**src/rtl/serial_disp_ctrl.sv**
```systemverilog
// Serial seven-segment / LED shift-chain sequencer with a valid/ready frame interface.
// Define DISP_LED_CHAIN_EN to include the LED chain phases; otherwise the led_* pins stay idle.
module serial_disp_ctrl #(
  parameter int unsigned CLK_DIV = 2
) (
  input  logic        clk,
  input  logic        rst,
  input  logic        upd_valid,
  output logic        upd_ready,
  input  logic [31:0] hex_data,
  input  logic [7:0]  dp_data,
  input  logic [15:0] led_data,
  output logic        busy,
  output logic        done,
  output logic        seg_clk,
  output logic        seg_do,
  output logic        seg_pen,
  output logic        seg_clr_n,
  output logic        led_clk,
  output logic        led_do,
  output logic        led_pen,
  output logic        led_clr_n
);

  localparam int unsigned DIV_W = (CLK_DIV > 1) ? $clog2(CLK_DIV) : 1;

  typedef enum logic [2:0] {
    IDLE, LOAD, SHIFT_SEG, LATCH_SEG, SHIFT_LED, LATCH_LED
  } state_e;

  state_e           state_q;
  logic             upd_ready_q, busy_q, done_q, clr_n_q;
  logic             seg_clk_q, seg_do_q, seg_pen_q;
  logic             led_clk_q, led_do_q, led_pen_q;
  logic [DIV_W-1:0] div_q;
  logic             half_q;
  logic [5:0]       bit_q;
  logic [31:0]      hex_q;
  logic [7:0]       dp_q;
  logic [15:0]      led_q;
  logic [62:0]      seg_sr_q;
  logic [14:0]      led_sr_q;
  logic [63:0]      seg_frame_d;
  logic             div_last_d;

  function automatic logic [7:0] seg_decode(input logic [3:0] nib);
    case (nib)
      4'h0: seg_decode = 8'hC0;  4'h1: seg_decode = 8'hF9;
      4'h2: seg_decode = 8'hA4;  4'h3: seg_decode = 8'hB0;
      4'h4: seg_decode = 8'h99;  4'h5: seg_decode = 8'h92;
      4'h6: seg_decode = 8'h82;  4'h7: seg_decode = 8'hF8;
      4'h8: seg_decode = 8'h80;  4'h9: seg_decode = 8'h90;
      4'hA: seg_decode = 8'h88;  4'hB: seg_decode = 8'h83;
      4'hC: seg_decode = 8'hC6;  4'hD: seg_decode = 8'hA1;
      4'hE: seg_decode = 8'h86;  default: seg_decode = 8'h8E;
    endcase
  endfunction

  always_comb begin
    seg_frame_d = '0;
    for (int unsigned i = 0; i < 8; i++)
      seg_frame_d[i*8 +: 8] = seg_decode(hex_q[i*4 +: 4]) & {~dp_q[i], 7'h7F};
  end

  assign div_last_d = (div_q == DIV_W'(CLK_DIV - 1));

  // The MSB of each chain lives in *_do_q, so the shift registers hold only the remaining bits.
  always_ff @(posedge clk or posedge rst) begin
    if (rst) begin
      state_q     <= IDLE;
      upd_ready_q <= 1'b0;
      busy_q      <= 1'b0;
      done_q      <= 1'b0;
      clr_n_q     <= 1'b0;
      seg_clk_q   <= 1'b0;
      seg_do_q    <= 1'b1;
      seg_pen_q   <= 1'b0;
      led_clk_q   <= 1'b0;
      led_do_q    <= 1'b1;
      led_pen_q   <= 1'b0;
      div_q       <= '0;
      half_q      <= 1'b0;
      bit_q       <= '0;
      hex_q       <= '0;
      dp_q        <= '0;
      led_q       <= '0;
      seg_sr_q    <= '0;
      led_sr_q    <= '0;
    end else begin
      clr_n_q <= 1'b1;
      done_q  <= 1'b0;
      case (state_q)
        IDLE: begin
          upd_ready_q <= 1'b1;
          if (upd_valid && upd_ready_q) begin
            hex_q       <= hex_data;
            dp_q        <= dp_data;
            led_q       <= led_data;
            upd_ready_q <= 1'b0;
            busy_q      <= 1'b1;
            state_q     <= LOAD;
          end
        end
        LOAD: begin
          seg_do_q <= seg_frame_d[63];
          seg_sr_q <= seg_frame_d[62:0];
          led_sr_q <= ~led_q[14:0];
          div_q    <= '0;
          half_q   <= 1'b0;
          bit_q    <= '0;
          state_q  <= SHIFT_SEG;
        end
        SHIFT_SEG: begin
          if (!div_last_d) begin
            div_q <= div_q + 1'b1;
          end else begin
            div_q <= '0;
            if (!half_q) begin
              half_q    <= 1'b1;
              seg_clk_q <= 1'b1;
            end else begin
              half_q    <= 1'b0;
              seg_clk_q <= 1'b0;
              if (bit_q == 6'd63) begin
                seg_do_q  <= 1'b1;
                seg_pen_q <= 1'b1;
                state_q   <= LATCH_SEG;
              end else begin
                bit_q    <= bit_q + 6'd1;
                seg_do_q <= seg_sr_q[62];
                seg_sr_q <= {seg_sr_q[61:0], 1'b0};
              end
            end
          end
        end
        LATCH_SEG: begin
          if (!div_last_d) begin
            div_q <= div_q + 1'b1;
          end else begin
            div_q <= '0;
            if (!half_q) begin
              half_q <= 1'b1;
            end else begin
              half_q    <= 1'b0;
              seg_pen_q <= 1'b0;
`ifdef DISP_LED_CHAIN_EN
              bit_q     <= '0;
              led_do_q  <= ~led_q[15];
              state_q   <= SHIFT_LED;
`else
              upd_ready_q <= 1'b1;
              busy_q      <= 1'b0;
              done_q      <= 1'b1;
              state_q     <= IDLE;
`endif
            end
          end
        end
        SHIFT_LED: begin
          if (!div_last_d) begin
            div_q <= div_q + 1'b1;
          end else begin
            div_q <= '0;
            if (!half_q) begin
              half_q    <= 1'b1;
              led_clk_q <= 1'b1;
            end else begin
              half_q    <= 1'b0;
              led_clk_q <= 1'b0;
              if (bit_q == 6'd15) begin
                led_do_q  <= 1'b1;
                led_pen_q <= 1'b1;
                state_q   <= LATCH_LED;
              end else begin
                bit_q    <= bit_q + 6'd1;
                led_do_q <= led_sr_q[14];
                led_sr_q <= {led_sr_q[13:0], 1'b0};
              end
            end
          end
        end
        LATCH_LED: begin
          if (!div_last_d) begin
            div_q <= div_q + 1'b1;
          end else begin
            div_q <= '0;
            if (!half_q) begin
              half_q <= 1'b1;
            end else begin
              half_q      <= 1'b0;
              led_pen_q   <= 1'b0;
              upd_ready_q <= 1'b1;
              busy_q      <= 1'b0;
              done_q      <= 1'b1;
              state_q     <= IDLE;
            end
          end
        end
        default: state_q <= IDLE;
      endcase
    end
  end

  assign upd_ready = upd_ready_q;
  assign busy      = busy_q;
  assign done      = done_q;
  assign seg_clk   = seg_clk_q;
  assign seg_do    = seg_do_q;
  assign seg_pen   = seg_pen_q;
  assign seg_clr_n = clr_n_q;
  assign led_clk   = led_clk_q;
  assign led_do    = led_do_q;
  assign led_pen   = led_pen_q;
  assign led_clr_n = clr_n_q;

endmodule

```
**config.mk**
```make
export PLATFORM = sky130hd
export DESIGN_NAME = serial_disp_ctrl
export DESIGN_NICKNAME = d
export VERILOG_FILES = /design/src/rtl/serial_disp_ctrl.sv
export SDC_FILE = /design/constraint.sdc
export NUM_CORES = 1
export LEC_CHECK = 0
export CORE_ASPECT_RATIO = 0.8
export CORE_UTILIZATION = 55
export CTS_BUF_LIST = sky130_fd_sc_hd__clkbuf_2
export CTS_CLUSTER_SIZE = 12
export DETAILED_ROUTE_END_ITERATION = 8
export GPL_ROUTABILITY_DRIVEN = 0
export GPL_TIMING_DRIVEN = 0
export PLACE_DENSITY = 0.76
export REMOVE_ABC_BUFFERS = 1
export SYNTH_ARGS = -nofsm -noshare
export SYNTH_HDL_FRONTEND = slang
export SYNTH_SLANG_ARGS = --single-unit
```
**constraint.sdc**
```tcl
create_clock -name clk -period 4.8 [get_ports clk]
set_input_delay 0.96 -clock clk [delete_from_list [all_inputs] [get_ports clk]]
set_output_delay 0.96 -clock clk [all_outputs]
set_load 0.02 [all_outputs]
```
# Word level (Yosys, flattened, before mapping)
# Memory sizes are Yosys's and may differ from the RTL's.
# Cells that the tools add are included.
[word_totals]
ff_bits = 154
romBits = 896
in_bits = 59
elab_cells = 148
memories = 8
[op_classes]
addsub = 2
n_eq_ne = 23
n_mux = 54
bitwise_logic = 17
n_reduce_logical = 25
[memory_table]
columns = ["name", "depth", "word_bits", "read_ports", "rd_ports_with_merged_regs", "wr", "line_no", "source"]
rows = [
  ["(no name shown)", 16, 7, 1, 0, 0, "47", "case (nib)"],
  ["(no name shown)", 16, 7, 1, 0, 0, "47", ""],
  ["(no name shown)", 16, 7, 1, 0, 0, "47", ""],
  ["(no name shown)", 16, 7, 1, 0, 0, "47", ""],
  ["(no name shown)", 16, 7, 1, 0, 0, "47", ""],
  ["(no name shown)", 16, 7, 1, 0, 0, "47", ""],
  ["2 more memories", "-", "-", "-", "-", "-", "-", ""],
]
[ops]
columns = ["cell", "n"]
rows = [
  ["$mux 63", 3],
  ["$pmux 63 s2", 1],
  ["$and 8x8->8", 8],
  ["$mux 15", 3],
  ["$mux 6", 6],
  ["$pmux 15 s2", 1],
  ["$mux 3", 9],
  ["$ne 2x2->1 const B", 13],
  ["$mux 1", 22],
  ["$pmux 6 s3", 1],
  ["$not 15->15", 1],
  ["$pmux 3 s5", 1],
  ["$pmux 1 s2", 7],
  ["$reduce_and 4->1", 3],
  ["$reduce_and 6->1", 2],
  ["$reduce_bool 2->1", 6],
  ["$reduce_and 3->1", 3],
  ["$reduce_and 9->1", 1],
  ["$not 1->1", 8],
  ["$reduce_and 2->1", 4],
  ["$reduce_and 7->1", 1],
  ["$add 6x1->6 const B", 1],
  ["$eq 3x2->1 const B", 2],
  ["$eq 3x3->1 const B", 2],
  ["other kinds (10)", 12],
]

# Logic depth before layout (Yosys ltp)
[depth]
ltp_word = 5
mapped_depth = 8

# Least setup slack after synthesis
# OpenSTA, ideal clock, no wires.
[synth_path]
path_type = "input to register"
from = "input port upd_valid"
to = "register dp_q[0]"
arrival_time_ps = 2102
t_required_ps = 4675
setup_slack_ps = 2573
cell_stages = 4
path_cell_list = "nand2_1 -> nor4_2 -> buf_2 -> mux2_2"
[synth_via]
elab_chain_len = 2
[synth_lines]
columns = ["element", "line_no", "source"]
rows = [
  ["from (decl)", "8", "input logic upd_valid,"],
  ["$logic_and 1x1->1", "95", "if (upd_valid && upd_ready_q) begin"],
  ["$reduce_and 2->1 (no source line)", "-", ""],
  ["to (signal assigned)", "97", "dp_q <= dp_data;"],
  ["to (decl)", "39", "logic [7:0] dp_q;"],
]
# No other way between the ends.
# A chain may end at the register's enable or synchronous reset.

# Final worst setup path
[layout_path]
from = "register state_q[0]"
to = "register seg_sr_q[6]"
[layout_via]
elab_chain_len = 3
[layout_lines]
columns = ["element", "line_no", "source"]
rows = [
  ["from (decl)", "31", "state_e state_q;"],
  ["from (signal assigned)", "70", "state_q <= IDLE;"],
  ["from (signal assigned)", "101", "state_q <= LOAD;"],
  ["from (signal assigned)", "111", "state_q <= SHIFT_SEG;"],
  ["$eq 3x2->1 / $eq 3x1->1 (equally long branches)", "92", "case (state_q)"],
  ["$ne 2x2->1 (no source line) / $reduce_bool 2->1 (equally long branches)", "-", ""],
  ["$reduce_and 4->1 (no source line)", "-", ""],
  ["to (signal assigned)", "106", "seg_sr_q <= seg_frame_d[62:0];"],
  ["to (signal assigned)", "131", "seg_sr_q <= {seg_sr_q[61:0], 1'b0};"],
  ["to (decl)", "41", "logic [62:0] seg_sr_q;"],
]
# Parallel ways exist; a longest one is shown, timed or not.

==> impl_metrics.tcl <==
set metrics [dict create \
    status "finished clean" \
    worstHoldStart "led_q[0]$_DFFE_PP0P_" \
    avgSynthCellArea_um2 10.5 \
    tightestPinTransition_ps 1340 \
    synthTopCellsByArea "dfrtp_1 42%, mux2_2 11%, mux2_4 6.8%, ha_1 6.7%, o21ai_0 4.8%" \
    clockBufferDepth 2 \
    maxCapViolations 0 \
    sw_frac_of_total_pct 39.8 \
    synthesis.area_um2 9030 \
    nets 998 \
    hold_viol 0 \
    ys.flop_type "dfrtp_1" \
    grt_pass1_wl_mm 29.7 \
    yosysTopAreaCellShare_pct 42.1 \
    fp.dieW_um 145 \
    dp_cells 1087 \
    slew_viol_final 0 \
    io_buffers 68 \
    fp.dieH_um 117 \
    p_per_area_nw_per_um2 630 \
    reg2reg_from "state_q[0]$_DFFE_PP0P_" \
    timing.critical_path.arrival_ps 4340 \
    core_area_um2 15900 \
    net-switching-power_mw 2.51 \
    rows 41 \
    r2r_cells 4 \
    htreeDepth 4 \
    antenna_cells 0 \
    ys_types 55 \
    synth_area_leader_cell "dfrtp_1" \
    grt.total_usage_pct 21.8 \
    mostFrequentLayoutCell "dfrtp_1" \
    synthArstFlopShare_pct 100 \
    holdBufCountCts 0 \
    ys_ff_latch 154 \
    cts_resized 0 \
    clock.fmax_mhz 269 \
    vias 6354 \
    min_period_over_period_pct 77.5 \
    ir_worst_vdd_mv 0.344 \
    cp_num_cells 4 \
    path_buf_inv 0 \
    overflow 0 \
    first_iter_violations 359 \
    min_path_type "reg -> reg" \
    crit_chain "nand4b_1, a311o_1, and2_4, mux2_2" \
    layout_common_cells "152 x dfrtp_1, 87 x o21ai_0, 86 x mux2_2" \
    combinationalPowerShare_pct 48.5 \
    stdcell_count 1119 \
    setup_slack_ps 1080 \
    setup_violations 0 \
    cellLeakagePower_nw 4.37 \
    synth_warnings 0 \
    dieArea_um2 16900 \
    cts_sinks 154 \
    crit_fanout 63 \
    seqPwrFrac_pct 40.4 \
    final_layout_size_suffix_gt1_share_pct 20.5 \
    crit_path_end "seg_sr_q[6]$_DFFE_PP0P_" \
    r2r_setup_slack_ps 1080 \
    power.internal_mw 3.79 \
    slew_headroom_pct 10.4 \
    seq_area_frac_synth_pct 42.7 \
    crit_type "reg -> reg" \
    rsz0062_at_grt "no" \
    synth_edf_count 0 \
    wl_mm 17.2 \
    ant_nets 0 \
    initial_utilization_pct 56.8 \
    cts_tree "built" \
    clkPwrFrac_pct 11.1 \
    first_pass_iters 5 \
    synthCells 859 \
    io_pins 70 \
    antenna_found_initial 0 \
    critical_path.top_delay_family "simple AND/OR/NAND/NOR gates" \
    route.detailed.drc 0 \
    worstPathRequired_ps 5420 \
    place_ws_ps 1210 \
    crit_start "state_q[0]$_DFFE_PP0P_" \
    final.min_clock_period_ps 3720 \
    grt_max_degree 85 \
    wl_per_cell_um 15.4 \
    cts_buffers 17 \
    fin_skew_ps 29.4 \
    fillers 1314 \
    clk_latency_ps 710 \
    clkTransAtPathRegs_ps 220 \
    vias_per_cell 5.68 \
    cp-start-kind "register" \
    critPathSlowestCell "a311o_1" \
    end_kind "register" \
    ctsRootBufferMaster "clkbuf_2" \
    slowest_delay_ps 1050 \
    syn2layout_area_growth_pct 10.8 \
    place_hpwl_mm 11.2 \
    rr_endpoint "seg_sr_q[6]$_DFFE_PP0P_" \
    post-cts-setup-buffers 0 \
    grt_pass1_vias 6076 \
    p_total_mw 6.30 \
]
-- power groups by stage --
stage / registers [mW] / clock network [mW] / logic, mW
after floorplan: 2.40 / 0 / 2.43
after detailed placement: 2.57 / 0 / 3.07
final: 2.55 / 0.698 / 3.06
after CTS: 2.54 / 0.721 / 3.08
after global routing: 2.66 / 0.773 / 3.43
after global placement: 2.54 / 0 / 2.94
-- Yosys cell counts, types with 2 or more instances --
master       n
dfrtp_1    152
o21ai_0     87
mux2_2      86
nand2_1     69
nor2_1      61
ha_1        48
mux2_4      41
clkbuf_1    38
nand3_1     34
inv_1       31
a21oi_1     26
a31oi_1     20
nor2b_1     18
mux2i_1     16
nor3_1      13
o31ai_1     12
a211oi_1    11
buf_2       11
mux4_2       7
a221oi_1     5
buf_1        5
nand3b_1     5
a22oi_1      4
buf_12       4
buf_6        4
nor3b_1      4
a2bb2oi_1    3
buf_4        3
o21bai_1     3
o32ai_1      3
a211o_1      2
a221o_1      2
a311oi_1     2
and2_1       2
and3_1       2
dfstp_2      2
nand2b_1     2
nand4_1      2
nand4b_1     2
o41ai_1      2
-- how the worst min path moves through the flow --
stage,endpoint,slack (ps),depth (start not counted)
finish,led_sr_q[0]$_DFFE_PP0P_,490,1
global route,led_sr_q[0]$_DFFE_PP0P_,520,1
detailed placement,led_sr_q[0]$_DFFE_PP0P_,460,1
global placement,led_sr_q[0]$_DFFE_PP0P_,460,1
CTS,led_sr_q[0]$_DFFE_PP0P_,500,1
floorplan,led_sr_q[0]$_DFFE_PP0P_,430,1
-- flip-flops by register name (all words and copies together) (netlist names) --
name / flops
led_sr_q: 15
seg_do: 1
led_q: 15
seg_sr_q: 63
led_clk: 1
led_do: 1
half_q: 1
div_last_d: 1
seg_pen: 1
dp_q: 8
seg_clk: 1
bit_q: 6
hex_q: 32
led_pen: 1
state_q: 3
done: 1
busy: 1
upd_ready: 1
led_clr_n: 1
-- per-stage QoR --
stage	setup TNS (ps)	util (%)	cell area [um2]	hold slack [ps]
floorplan	-49870	-	8660	426
CTS	0	62.9	10000	498
detailed placement	0	61.4	9770	463
global placement	-569680	60.4	9610	456
finish	0	62.9	10000	488
global route	0	62.9	10000	523
-- kinds of logic (layout without fill, tap and decap cells) --
group	after synthesis	in the layout	share of synthesized area (%)
multiplexers	150	150	21.1
AND/OR/NAND/NOR	222	222	11.6
adder cells (fa/ha/maj)	48	48	6.65
other	1	1	0.0415
flip-flops	154	154	42.7
buffers and inverters	96	141	5.32
XOR/XNOR	2	2	0.194
AO/OA/AOI/OAI	186	186	12.4
-- layer usage --
| metal | GRT usage (%) | vias to the layer above | routed length (um) |
|---|---|---|---|
| met1 | 31.0 | 3100 | 8720 |
| met4 | 6.60 | 0 | 246 |
| li1 | - | 3117 | - |
| met2 | 33.7 | 115 | 7610 |
| met5 | 0 | - | 0 |
| met3 | 4.73 | 22 | 602 |
-- area by class of cell --
class                      instances  area (um2)  share of cell area, %
multi-input combinational        609        4710                   47.1
sequential                       154        3860                   38.6
timing repair buffer              78         817                   8.17
tap                              215         269                   2.69
clock inverter                    13         129                   1.29
inverter                          31         121                   1.21
clock buffer                      19        95.1                  0.951
(Power assumes the default switching activity.)
